## config.mk

```make
export PLATFORM = sky130hd
export DESIGN_NAME = program_store_banked
export DESIGN_NICKNAME = d
export VERILOG_FILES = /design/src/rtl/program_store_banked.sv
export SDC_FILE = /design/constraint.sdc
export NUM_CORES = 1
export LEC_CHECK = 0
export ABC_AREA = 1
export BUFFER_PORTS_ARGS = -buffer_cell sky130_fd_sc_hd__buf_2
export CAP_MARGIN = 20
export CORE_ASPECT_RATIO = 2
export CORE_MARGIN = 8
export CORE_UTILIZATION = 68
export CTS_CLUSTER_DIAMETER = 40
export DETAILED_ROUTE_END_ITERATION = 8
export PLACE_DENSITY = 0.85
export SLEW_MARGIN = 40
export SYNTH_ARGS = -nofsm -noshare
export SYNTH_HDL_FRONTEND = slang
export SYNTH_SLANG_ARGS = --single-unit
export TNS_END_PERCENT = 100
```

## constraint.sdc

```tcl
create_clock -name clk -period 3.3 [get_ports clk]
set_input_delay 0.33 -clock clk [delete_from_list [all_inputs] [get_ports clk]]
set_output_delay 0.33 -clock clk [all_outputs]
set_load 0.05 [all_outputs]
```

## src/rtl/program_store_banked.sv

```systemverilog
`default_nettype none
// ============================================================================
// Module   : program_store_banked
// Brief    : Writable multi-bank program store for the K2 core. Combinational
//            fetch from the active bank, valid/ready loader into any bank,
//            run-time bank switching guarded against in-flight loads.
// Revision : 1.0  initial release
// ============================================================================
module program_store_banked #(
  parameter int                INST_W   = 8,
  parameter int                ADDR_W   = 4,
  parameter int                BANKS    = 4,
  parameter logic [INST_W-1:0] NOP_INST = 8'h00,
  localparam int               BANK_W   = (BANKS > 1) ? $clog2(BANKS) : 1
) (
  input  logic              clk,
  input  logic              rst_n,
  // fetch port
  input  logic [ADDR_W-1:0] pc,
  output logic [INST_W-1:0] inst,
  // bank selection
  input  logic              sel_en,
  input  logic [BANK_W-1:0] sel_bank,
  output logic [BANK_W-1:0] active_bank,
  // loader port
  input  logic              ld_start,
  input  logic [BANK_W-1:0] ld_bank,
  input  logic [ADDR_W-1:0] ld_len,
  input  logic              ld_abort,
  input  logic              ld_valid,
  input  logic [INST_W-1:0] ld_data,
  output logic              ld_ready,
  output logic              busy,
  output logic              ld_done,
  output logic              ld_err
);

  localparam int                DEPTH     = 1 << ADDR_W;
  // Length register is one bit wider so a full-bank load (ld_len == 0) fits.
  localparam logic [ADDR_W:0]   LEN_FULL  = (ADDR_W+1)'(DEPTH);
  // Bank bound widened by one bit so it is representable even when BANKS is
  // a power of two.
  localparam logic [BANK_W:0]   BANK_LIM  = (BANK_W+1)'(BANKS);

  typedef enum logic [0:0] {
    IDLE = 1'b0,
    LOAD = 1'b1
  } state_t;

  state_t             state;
  logic [BANK_W-1:0]  bank;      // target bank of the load in progress
  logic [ADDR_W:0]    len;       // words to accept in this load
  logic [ADDR_W:0]    cnt;       // words accepted so far; low bits are the write pointer
  logic [ADDR_W:0]    cnt_next;
  logic [ADDR_W-1:0]  ptr;
  logic               accept;
  logic               ld_bank_ok;
  logic               sel_bank_ok;
  logic [INST_W-1:0]  rd_word;

  logic [INST_W-1:0]  mem [BANKS][DEPTH];

  assign ptr         = cnt[ADDR_W-1:0];
  assign cnt_next    = cnt + 1'b1;
  assign accept      = (state == LOAD) && ld_valid;
  assign ld_bank_ok  = ({1'b0, ld_bank}  < BANK_LIM);
  assign sel_bank_ok = ({1'b0, sel_bank} < BANK_LIM);

  // Loader FSM, bank selection and all handshake/status flags (registered).
  always_ff @(posedge clk or negedge rst_n) begin
    if (!rst_n) begin
      state       <= IDLE;
      bank        <= '0;
      len         <= '0;
      cnt         <= '0;
      active_bank <= '0;
      busy        <= 1'b0;
      ld_ready    <= 1'b0;
      ld_done     <= 1'b0;
      ld_err      <= 1'b0;
    end else begin
      ld_done <= 1'b0;
      ld_err  <= 1'b0;
      case (state)
        IDLE: begin
          // A switch and a load start requested together both take effect.
          if (sel_en && sel_bank_ok) begin
            active_bank <= sel_bank;
          end
          if (ld_start) begin
            if (ld_bank_ok) begin
              state    <= LOAD;
              bank     <= ld_bank;
              len      <= (ld_len == '0) ? LEN_FULL : {1'b0, ld_len};
              cnt      <= '0;
              busy     <= 1'b1;
              ld_ready <= 1'b1;
            end else begin
              ld_err <= 1'b1;
            end
          end
        end
        LOAD: begin
          // ld_start and sel_en are deliberately ignored here (not queued).
          if (accept) begin
            cnt <= cnt_next;
          end
          if (ld_abort) begin
            // Abort wins over completion: no ld_done even on the last word.
            state    <= IDLE;
            busy     <= 1'b0;
            ld_ready <= 1'b0;
          end else if (accept && (cnt_next == len)) begin
            state    <= IDLE;
            busy     <= 1'b0;
            ld_ready <= 1'b0;
            ld_done  <= 1'b1;
          end
        end
        default: begin
          state    <= IDLE;
          busy     <= 1'b0;
          ld_ready <= 1'b0;
        end
      endcase
    end
  end

  // Program storage: cleared by reset, written one word per accepted beat.
  always_ff @(posedge clk or negedge rst_n) begin
    if (!rst_n) begin
      for (int b = 0; b < BANKS; b++) begin
        for (int w = 0; w < DEPTH; w++) begin
          mem[b][w] <= '0;
        end
      end
    end else if (accept) begin
      for (int b = 0; b < BANKS; b++) begin
        for (int w = 0; w < DEPTH; w++) begin
          if ((bank == BANK_W'(b)) && (ptr == ADDR_W'(w))) begin
            mem[b][w] <= ld_data;
          end
        end
      end
    end
  end

  // Fetch read: select the active bank, then the word at pc.
  always_comb begin
    rd_word = '0;
    for (int b = 0; b < BANKS; b++) begin
      if (active_bank == BANK_W'(b)) begin
        rd_word = mem[b][pc];
      end
    end
  end

  // The core sees NOPs while a load holds it stalled.
  assign inst = busy ? NOP_INST : rd_word;

endmodule
`default_nettype wire

```

==> summary.md <==
| Metric | Value |
|---|---|
| Status | finished clean |
| Detail Route Antenna Nets | 0 |
| DRC viols | 0 |
| Critical Path AT | 2510 ps |
| Final Instance Area | 0.02651 sq mm |
| Startpoint types | primary input |
| Yosys top cell area share | 54.26% |
| Crit share post-route | 86.11% |
| DIE HEIGHT | 283.9 microns |
| Sequential-to-total area share from yosys stat | 54.26% |
| Syn Area/Cell | 8.100 sq um |
| Slew Viols, Final | 0 |
| Post-synth EDFFs | 0 |
| Synth area leader | dfrtp_1 |
| Met2 routed WL | 35080 microns |
| Layout cells sized above 1 | 7.540% |
| Via count | 22078 |
| Root Buffer | clkbuf_16 |
| Syn Inst Count | 3012 |
| Fin Setup TNS | 0 ps |
| Fmax | 351.9 MHz |
| Synth warn | 0 |
| Hold Fails Final Rpt | 0 |
| GRT Total Usage | 34.81% |
| Post-Place Worst Slack | 561.7 ps |
| Max cap viols | 0 |
| Total routed wirelength | 73290 microns |
| Num rows | 98 |
| Clk buf depth | 3 |
| Post-CTS Resized | 0 |
| Grt total ovfl | 0 |
| Post-synth ARST share | 100.0% |
| Clock-pin transition on the worst setup and hold timing paths | 70 ps |
| Hold path depth | 3 |
| Syn_nets | 3042 |
| Most common cell in the synthesized netlist | nand2_1 |
| Area delta synth->final | 8.641% |
| Area of the multi-input gates | 0.009853 sq mm |
| DR WL/cell | 21.34 microns |
| IO Pins | 40 |
| Setup ws final | 458.4 ps |
| Synth cell types | 28 |
| RSZ-0062 raised after global routing | false |
| R2r setup slk | 810 ps |
| Die W | 149.9 microns |
| R2R depth | 6 |
| Die ar. | 0.04256 sq mm |
| Slew headroom | 41.77% |
| M1 WL | 24820 microns |
| Placed insts | 3347 |
| Global placer's final weighted congestion | 0.9512 |
| Critical path class | in -> out |
| Post-synthesis register bit count | 529 |
| CTS Hold Bufs | 4 |
| CTS tree | done |
| Total power | 16.57 mW |
| VDD IR max | 0.5511 mV |
| Crit. End Element | primary output |
| Vias in the first global route | 21778 |
| Core Area | 0.03556 sq mm |
| Iteration count of the initial detailed-routing pass | 6 |
| Mapped cell area | 0.02440 sq mm |
| Tmin final | 2842 ps |
| FF+latch area | 0.01324 sq mm |
| Synth top cells by count | nand2_1, o21ai_0, dfrtp_1 |
| Starting Density | 68.61% |
| CP required | 2970 ps |
| Worst skew pair latency | 580 ps |
| Num CTS Buffers | 46 |
| First-pass GRT wire length | 115900 microns |
| Fillers | 2573 |
| CTS sink count | 529 |
| Largest net degree at the start of global routing | 98 |
| Hold WC Path Type | in -> reg |
| Routed length on met3 | 7101 microns |
| Top post-synthesis cells by area | dfrtp_1, nand2_1, o21ai_0, nand3_1, nor2_1 |
| Crit Path Max Fanout | 97 |
| Drt initial violations | 2872 |
| Worst-Margin Slew | 870.2 ps |
| Post-CTS Setup Repair Bufs | 0 |
| Initial antenna violation count | 0 |
| Clk_skew | 10.80 ps |
| P per Cell Area | 625.0 mW/mm^2 |
| Setup-failing EPs final | 0 |
| Port Buffers | 38 |
| Via/cell ratio | 6.429 |
| Diode count | 0 |
| DR top layer | met4 |
| Synth Flop Type | dfrtp_1 |
| Layout Nets | 2980 |
| Post-Layout Cell Count | 3434 |
| Cell Area, Placed | 0.02485 sq mm |
| LEAKAGE | 12.32 nW |
| DP Wirelength | 46430 microns |
| H-tree level count | 2 |
-- routing by layer --
layer | global-route usage [%] | vias up
li1 | - | 9769
met1 | 40.88 | 10527
met2 | 55.24 | 1404
met3 | 6.498 | 378
met4 | 27.00 | 0
met5 | 0 | -
-- cell type report --
class | instances | area share, %
Clock buffer | 72 | 5.433
Clock inverter | 10 | 0.6184
Inverter | 46 | 0.6845
Multi-Input combinational cell | 2213 | 37.17
Sequential cell | 529 | 49.94
Tap cell | 450 | 2.124
Timing Repair Buffer | 114 | 4.022
-- cell usage in the layout (no fill, tap or decap), types with 2 or more instances in the layout --
cell / Yosys / layout
nor2_2: 3 / 4
bufinv_16: 0 / 3
nand3_1: 378 / 378
nand2_4: 20 / 20
clkbuf_8: 0 / 18
a21oi_1: 11 / 11
nor2_4: 3 / 3
nor3_4: 2 / 2
o21ai_0: 563 / 563
inv_2: 2 / 8
clkbuf_16: 0 / 47
nand2_1: 1075 / 1075
o22ai_1: 4 / 4
buf_12: 1 / 20
o211ai_1: 17 / 17
clkbuf_1: 105 / 8
o21ai_1: 13 / 13
buf_4: 3 / 51
nand4_1: 2 / 2
buf_2: 82 / 35
dfrtp_1: 529 / 529
inv_6: 0 / 2
dlygate4sd3_1: 0 / 4
ha_1: 4 / 4
xor2_1: 2 / 2
inv_1: 34 / 34
clkinv_2: 0 / 3
nor2_1: 113 / 112
-- state kept, by name, summed over array words and instances, names as in the netlist --
register	flops
active_bank	2
bank	2
busy	1
cnt	5
ld_done	1
len	5
mem	512
state	1
-- critical path: stages --
cell,delay (ps)
buf_6,310
buf_12,400
nand2_1,120
nand3_1,130
nand3_1,90
nand3_1,250
nand2_1,90
nand2_1,70
nand3_1,80
a21oi_1,220
buf_2,320
-- where the power goes --
part	switching, mW	internal, mW
logic	1.93	0.894
registers	0.591	7.43
clock network	2.47	3.25
-- path summary, 6_finish.rpt --
path                                 from       end
worst min-delay path            ld_len[3]    len[3]
min in group asynchronous           rst_n  mem[435]
max in group asynchronous           rst_n  mem[377]
worst max register to register     cnt[0]  mem[462]
worst min register to register    mem[15]   mem[15]
worst max-delay path                pc[0]   inst[1]
-- logic make-up after synthesis --
kind of cell    count (synthesis)  share of synthesized area, %
xor+xnor                        3                        0.1077
simple gates                 1597                         27.38
fa+ha+maj                       4                        0.2051
compound gates                608                         12.67
flops                         529                         54.26
other cells                     1                       0.01537
buf+inv                       270                         5.364
-- metrics by stage --
stage	util, %	hold slack (ps)
after floorplan	-	34.41
after global placement	69.79	460.3
after detailed placement	69.87	273.3
after CTS	74.49	10.27
after global routing	74.54	30.06
final	74.54	9.823
Note: power is estimated with default switching activity, not from simulation.
